===== src/rtl/uart_rx_buffer.sv =====
// uart_rx_buffer: parity-checking receive FIFO (first-word-fall-through)
// with saturating parity-error and overflow counters.
module uart_rx_buffer #(
    parameter int N          = 8,
    parameter int DEPTH      = 8,
    parameter int PARITY_ODD = 0
) (
    input  logic                     clk,
    input  logic                     rst_n,
    input  logic [N:0]               rx_data,
    input  logic                     rx_valid,
    output logic [N-1:0]             out_data,
    output logic                     out_valid,
    input  logic                     out_ready,
    output logic [$clog2(DEPTH):0]   level,
    output logic [7:0]               perr_cnt,
    output logic [7:0]               ovf_cnt,
    output logic                     overflow,
    input  logic                     clear_errs
);
    localparam int AW = $clog2(DEPTH);
    localparam int LW = AW + 1;

    logic [N-1:0]  r_mem [DEPTH];
    logic [AW-1:0] r_wr_ptr;
    logic [AW-1:0] r_rd_ptr;
    logic [LW-1:0] r_level;
    logic [7:0]    r_perr_cnt;
    logic [7:0]    r_ovf_cnt;
    logic          r_overflow;

    logic w_parity_ok;
    logic w_full;
    logic w_pop;
    logic w_push;
    logic w_perr;
    logic w_ovf;

    always_comb begin
        w_parity_ok = (^rx_data) == 1'(PARITY_ODD);
        w_full      = r_level == LW'(DEPTH);
        w_pop       = (r_level != '0) && out_ready;
        w_push      = rx_valid && w_parity_ok && (!w_full || w_pop);
        w_perr      = rx_valid && !w_parity_ok;
        w_ovf       = rx_valid && w_parity_ok && w_full && !w_pop;
    end

    // Storage is deliberately unreset; out_data is forced to 0 while empty instead.
    always_ff @(posedge clk) begin
        if (w_push && rst_n)
            r_mem[r_wr_ptr] <= rx_data[N-1:0];
    end

    always_ff @(posedge clk or negedge rst_n) begin
        if (!rst_n) begin
            r_wr_ptr   <= '0;
            r_rd_ptr   <= '0;
            r_level    <= '0;
            r_perr_cnt <= '0;
            r_ovf_cnt  <= '0;
            r_overflow <= 1'b0;
        end else begin
            if (w_push)
                r_wr_ptr <= r_wr_ptr + AW'(1);
            if (w_pop)
                r_rd_ptr <= r_rd_ptr + AW'(1);
            r_level <= r_level + LW'(w_push) - LW'(w_pop);
            if (clear_errs) begin
                r_perr_cnt <= '0;
                r_ovf_cnt  <= '0;
                r_overflow <= 1'b0;
            end else begin
                if (w_perr && r_perr_cnt != 8'hFF)
                    r_perr_cnt <= r_perr_cnt + 8'd1;
                if (w_ovf && r_ovf_cnt != 8'hFF)
                    r_ovf_cnt <= r_ovf_cnt + 8'd1;
                if (w_ovf)
                    r_overflow <= 1'b1;
            end
        end
    end

    assign out_valid = r_level != '0;
    assign out_data  = out_valid ? r_mem[r_rd_ptr] : '0;
    assign level     = r_level;
    assign perr_cnt  = r_perr_cnt;
    assign ovf_cnt   = r_ovf_cnt;
    assign overflow  = r_overflow;
endmodule


===== config.mk =====
export PLATFORM = sky130hd
export DESIGN_NAME = uart_rx_buffer
export DESIGN_NICKNAME = d
export VERILOG_FILES = /design/src/rtl/uart_rx_buffer.sv
export SDC_FILE = /design/constraint.sdc
export NUM_CORES = 1
export LEC_CHECK = 0
export CAP_MARGIN = 20
export CORE_ASPECT_RATIO = 0.7
export CORE_MARGIN = 3
export CORE_UTILIZATION = 45
export DETAILED_ROUTE_END_ITERATION = 8
export HOLD_SLACK_MARGIN = 0.1
export MAX_ROUTING_LAYER = met4
export PLACE_DENSITY = 0.68
export SLEW_MARGIN = 20
export SYNTH_ARGS = -nofsm -noshare
export SYNTH_HDL_FRONTEND = slang
export SYNTH_SLANG_ARGS = --single-unit

===== constraint.sdc =====
create_clock -name clk -period 2.4 [get_ports clk]
set_input_delay 0.36 -clock clk [delete_from_list [all_inputs] [get_ports clk]]
set_output_delay 0.36 -clock clk [all_outputs]
set_load 0.1 [all_outputs]

# After elaboration in Yosys (flattened, before gate mapping)
# Memories as Yosys holds them, arrays and structs flattened.
# Cells that the tools add are included.
# totals
register_bits	27
latch_bits	0
ramBits	64
rom_bits	0
in_bits	14
output_inout_bits	30
memories	1
# mem_list
memory	depth	width	rd	rd_clocked_by_memory_dff	wr	line	source
r_mem	8	8	1	0	1	24	logic [N-1:0] r_mem [DEPTH];
# op_classes
addsub	6
n_mul	0
div	0
order_cmp	0
n_eq_ne	3
shifts	0
muxes	9
bitwise	1
n_reduce_logical	17
# ops
op	count
2-to-1 mux 8 bit	5
adder 8 x 1 -> 8 bit (second input constant)	2
!= test 8 bit (second input constant)	2
logical AND 1 bit	9
parity 9 bit	1
adder 3 x 1 -> 3 bit (second input constant)	2
nonzero test 2 bit	3
adder 4 x 1 -> 4 bit	1
== test 4 bit (second input constant)	1
2-to-1 mux 1 bit	4
nonzero test 4 bit	1
subtractor 4 x 1 -> 4 bit	1
zero test 1 bit	2
logical OR 1 bit	1
inverter 1 bit	1

# Depth between registers and ports, before layout
# depth
word_depth	8
ltp_mapped	13

# Worst setup path after synthesis
# Ideal clock, no wire load.
# synth_path
path_kind	reg-to-reg
start	reg r_level[2] (netlist: level[2])
end	reg r_level[3] (netlist: level[3])
setup_time_ns	0.079
arrival_time_ns	3.497
slack_ns	-1.176
stages_incl_launch_ff	14
cell_sequence	dfrtp_1 inv_1 ha_1 and2_1 clkbuf_1 inv_1 nand2_1 inv_1 ha_1 inv_1 ha_1 a21o_1 a21oi_1 xor2_1
# synth_between
elab_chain_cells	6
# synth_rtl
item	line	source
start: declaration	27	logic [LW-1:0] r_level;
start signal: assignment	67	r_level <= r_level + LW'(w_push) - LW'(w_pop);
nonzero test 4 bit (*)	n/a	
via out_valid	13	output logic out_valid,
logical AND 1 bit (*)	42	w_pop = (r_level != '0) && out_ready;
via w_pop	34	logic w_pop;
logical OR 1 bit	43	w_push = rx_valid && w_parity_ok && (!w_full || w_pop);
logical AND 1 bit	43	
adder 4 x 1 -> 4 bit	67	
subtractor 4 x 1 -> 4 bit (*)	67	
# The timed path passes the listed nets; every way through them passes the cells marked *.
# A chain may end at the register's enable or synchronous reset.

# Worst setup path in the final report
# layout_path
start	in rx_data[4]
end	mem r_mem[2][3] (enable)
# layout_between
elab_chain_cells	7
# layout_rtl
item	line	source
start: declaration	10	input logic [N:0] rx_data,
parity 9 bit	40	w_parity_ok = (^rx_data) == 1'(PARITY_ODD);
inverter 1 bit	40	
logical AND 1 bit (2 in a row)	43	
logical AND 1 bit	50	if (w_push && rst_n)
2-to-1 mux 1 bit	50	
2-to-1 mux 1 bit (implied by the code)	51	r_mem[r_wr_ptr] <= rx_data[N-1:0];
end: declaration	24	
# Every way passes these cells.

==> results.txt <==
- CP max FO: 4
- Die span in y: 86.07 um
- The final layout contains 392 nets.
- In this run the tightest slew margin relative to its limit is around 60%.
- The tree built by TritonCTS fans out to 91 sinks.
- The analysis attributes to cell leakage a power of 2.149 nW.
* Hold_buf cts: 0
* Number of rows created at floorplan: 28
- Dividing total power by cell area gives a power density of 1243 mW/mm2.
- Count of placed standard cells including taps: 469
- Final slew viol count: 0
- Async S/R FF share, synth: 29.67%
* Maximum level of the CTS H-tree: 3
- Number of synthesized flops with an enable pin: 64
- Final routed DRC violation total: 0
- At the pin with the least slew margin, the transition time is 0.6132 ns.
- Count of pins on the block boundary: 44
- The most used flip-flop cell after synthesis is sky130_fd_sc_hd__edfxtp_1.
- Remaining global-route overflow: 0
- Dividing the detail-routed wire length by the instance count gives 17.98 um.
- After detailed routing, the number of vias per cell comes to roughly 5.4.
- The congestion estimate from routability-driven global placement came to 0.7946.
- Root cell of the clock tree: sky130_fd_sc_hd__clkbuf_16
* Sequential-to-total area share from yosys stat: 63.02%
* IR Drop Worst-Case VDD: 1407 uV
* Leading cell type in the layout, fill and taps excluded: sky130_fd_sc_hd__buf_4
- Clock-pin slew was measured on the worst setup and hold paths at 0.06 ns.
- Pre-antenna DRT Iters: 4
* Hpwl dp: 6.196 mm
* Yosys warning count: 0
* Netlist cell types: 40
- Clock tree synthesis inserted a total of 9 buffers.
- Number of instances in the synthesized netlist: 277
- For the worst-skew pair, the clock arrives at the later sink with an insertion delay of 0.33 ns.
- Setup repair after global routing left no endpoint under its margin.
- Mapped Nets: 302
- Largest clock skew in the final design: 0.008225 ns
* Number of flip-flops and latches in the synthesized netlist: 91
- Number of routed nets with antenna violations: 0
* Final setup violation count: 0
- Initial cell density of the core: 47.44%
* Maximum count of clock buffers along a single path: 2
- Result of the run: finished, final reports clean
- Number of hold violations in the final report: 0
- Endpoint kind of the worst setup timing path: register
- Origin of the worst setup path: rx_data[4]
- For this run, the slowest stage of the critical path takes 0.62 ns.
- Summing internal, switching and leakage power gives slightly below 0.007 W.
- Max-cap violation count: 0
- Launching element type of the critical path: input port
- The startpoint identified for the worst hold timing path is rx_data[0].
- Maximum number of pins on one net before global-route repair: 26
* Initial DRC count: between 200 and 250
- Static timing analysis puts the maximum clock frequency at 0.4328 GHz.
- The via count of the first global-routing pass was 2607.
- Worst R2R Start: level[2]
* Largest delay contributor family on the critical path: XOR/XNOR gates
- In this run the worst hold path is classified as in2reg.
- Vias: 2637
* Area after DPL: about 0.0052 mm2
- For the worst setup path, the data required time is around 2.5 ns.
- Critical path cell sequence: clkbuf_2 -> xor2_2 -> xnor3_2 -> xor2_2 -> or4_4 -> nor3_4 -> buf_4
- For this block, the routed nets add up to 8.848 mm of wire.
* Aggregate global-route resource usage: 18.64%
- Synthesis-to-layout area growth: 35.19%
- The worst path uses 96.27% of the clock period.
- The library cells used most frequently in the layout, excluding fill and tap cells, are 67 x sky130_fd_sc_hd__buf_4, 64 x sky130_fd_sc_hd__edfxtp_1, 20 x sky130_fd_sc_hd__dfrtp_1.
* Count of placed standard cells in the final layout, fillers left out: 492
* Cell occurring most often along the worst timing path: sky130_fd_sc_hd__xor2_2
* Number of buffer and inverter stages on the critical path: 2
- The critical path in this run is classified as in2reg.
- In this run the tool buffered the top-level ports with 43 buffer cells.
- Netlist area before placement: 0.004121 mm2
- In this run the mean area of a mapped cell was 14.88 um2.
- Critical Path Slowest Stage Cell: sky130_fd_sc_hd__or4_4
* TritonCTS clock tree: done
* Global-route wire length before repair: around 14 mm
- FILL cells: 676
- The die covers 0.01036 mm2.
- Summing all non-filler instances in the final layout gives an area of ~0.0056 mm2.
- The initial antenna violation count was 0.
- The repair_antennas step left the layout with diodes totalling 0.
- Horizontal die dimension: 120.4 um
* Placeable Area: roughly 0.0087 mm2
* CP Data Arrival Time: 2.36 ns
- The clock period could shrink to between 2 and 2.5 ns.
- The post-route netlist has 45.16% of its cells at a drive strength greater than 1.
per-layer routing:
| metal | vias up | track usage (%) | share of wire (%) |
|---|---|---|---|
| li1 | 1245 | - | - |
| met4 | 0 | 4.012 | 0.46 |
| met1 | 1333 | 26.88 | 47 |
| met3 | 5 | 3.626 | 4.6 |
| met5 | - | - | 0 |
| met2 | 54 | 27.93 | 48 |
kinds of logic after synthesis:
family,share of synthesized area (%)
AOI/OAI and AO/OA,4.493
xor gates and xnor gates,3.339
DFF,63.02
muxes,12.66
adders and majority gates,3.522
and+or+nand+nor,10.56
buffers and inverters,2.398
Yosys cell counts (5+ instances only):
| library cell | count | share of area (%) |
|---|---|---|
| sky130_fd_sc_hd__edfxtp_1 | 64 | 47 |
| sky130_fd_sc_hd__dfrtp_1 | 27 | 16 |
| sky130_fd_sc_hd__nor2_1 | 21 | 1.9 |
| sky130_fd_sc_hd__mux4_2 | 16 | 8.7 |
| sky130_fd_sc_hd__a21oi_1 | 12 | 1.5 |
| sky130_fd_sc_hd__inv_1 | 11 | 1.0 |
| sky130_fd_sc_hd__ha_1 | 10 | 3.0 |
| sky130_fd_sc_hd__mux2i_1 | 9 | 2.2 |
| sky130_fd_sc_hd__nand2_1 | 9 | 0.82 |
| sky130_fd_sc_hd__nand3_1 | 9 | 1.1 |
| sky130_fd_sc_hd__o31ai_1 | 9 | 1.6 |
| sky130_fd_sc_hd__or4_1 | 9 | 1.6 |
| sky130_fd_sc_hd__clkbuf_1 | 8 | 0.73 |
| sky130_fd_sc_hd__xnor2_1 | 8 | 1.7 |
| sky130_fd_sc_hd__nand4_1 | 6 | 0.91 |
| sky130_fd_sc_hd__mux2_2 | 5 | 1.4 |
| sky130_fd_sc_hd__nor3_1 | 5 | 0.61 |
| sky130_fd_sc_hd__xor2_1 | 5 | 1.1 |
metrics by stage:
step | utilization [%] | hold WS [ns] | setup TNS, ns | worst slack, ns
after global placement | 59.29 | 0.4868 | -39.33 | -0.6342
after floorplan | - | 0.06441 | -5.817 | -0.4989
final | 64.13 | 0.4114 | 0 | 0.08947
after global routing | 64.13 | 0.4099 | 0 | 0.01874
after detailed placement | 59.29 | 0.5077 | -40.92 | -0.6751
after CTS | 63.42 | 0.4165 | 0 | 0.01185
sequential cells by signal (all words and copies together) (netlist names):
register / cells
perr_cnt: 8
r_wr_ptr: 3
level: 4
overflow: 1
ovf_cnt: 8
r_mem: 64
r_rd_ptr: 3
layout make-up:
cell class	instances	area, um2	area share (%)
clock buffer	9	225.2	4.042
clock inverter	7	67.56	1.213
inverter	11	47.55	0.8534
multi-input combinational	163	1640	29.44
sequential	91	2611	46.87
tap	120	150.1	2.695
timing repair buffer	91	829.5	14.89
where the power goes:
| part | internal [W] | switching, W | total (W) |
|---|---|---|---|
| Combinational | 0.00135 | 0.00209 | 0.00344 |
| Clock | 0.000803 | 0.000566 | 0.00137 |
| Sequential | 0.00186 | 0.000248 | 0.00211 |
worst paths after layout:
| check | to | slack, ns | depth (start not counted) |
|---|---|---|---|
| worst min register to register | r_wr_ptr[2] | 0.52 | 1 |
| worst min-delay path | r_mem[0][0] | 0.41 | 2 |
| worst max register to register | r_mem[2][3] | 0.17 | 8 |
| max in group asynchronous | level[3] | 1.44 | 3 |
| worst max-delay path | r_mem[2][3] | 0.09 | 7 |
| min in group asynchronous | r_wr_ptr[1] | 0.43 | 2 |
what timing repair did:
item,CTS,global route
endpoints found under the setup margin,80,62
buffers inserted,4,3
pin swaps,9,11
resized for setup,12,20
endpoints found under the hold margin,0,0
cloned,0,0
(Power assumes the default switching activity.)
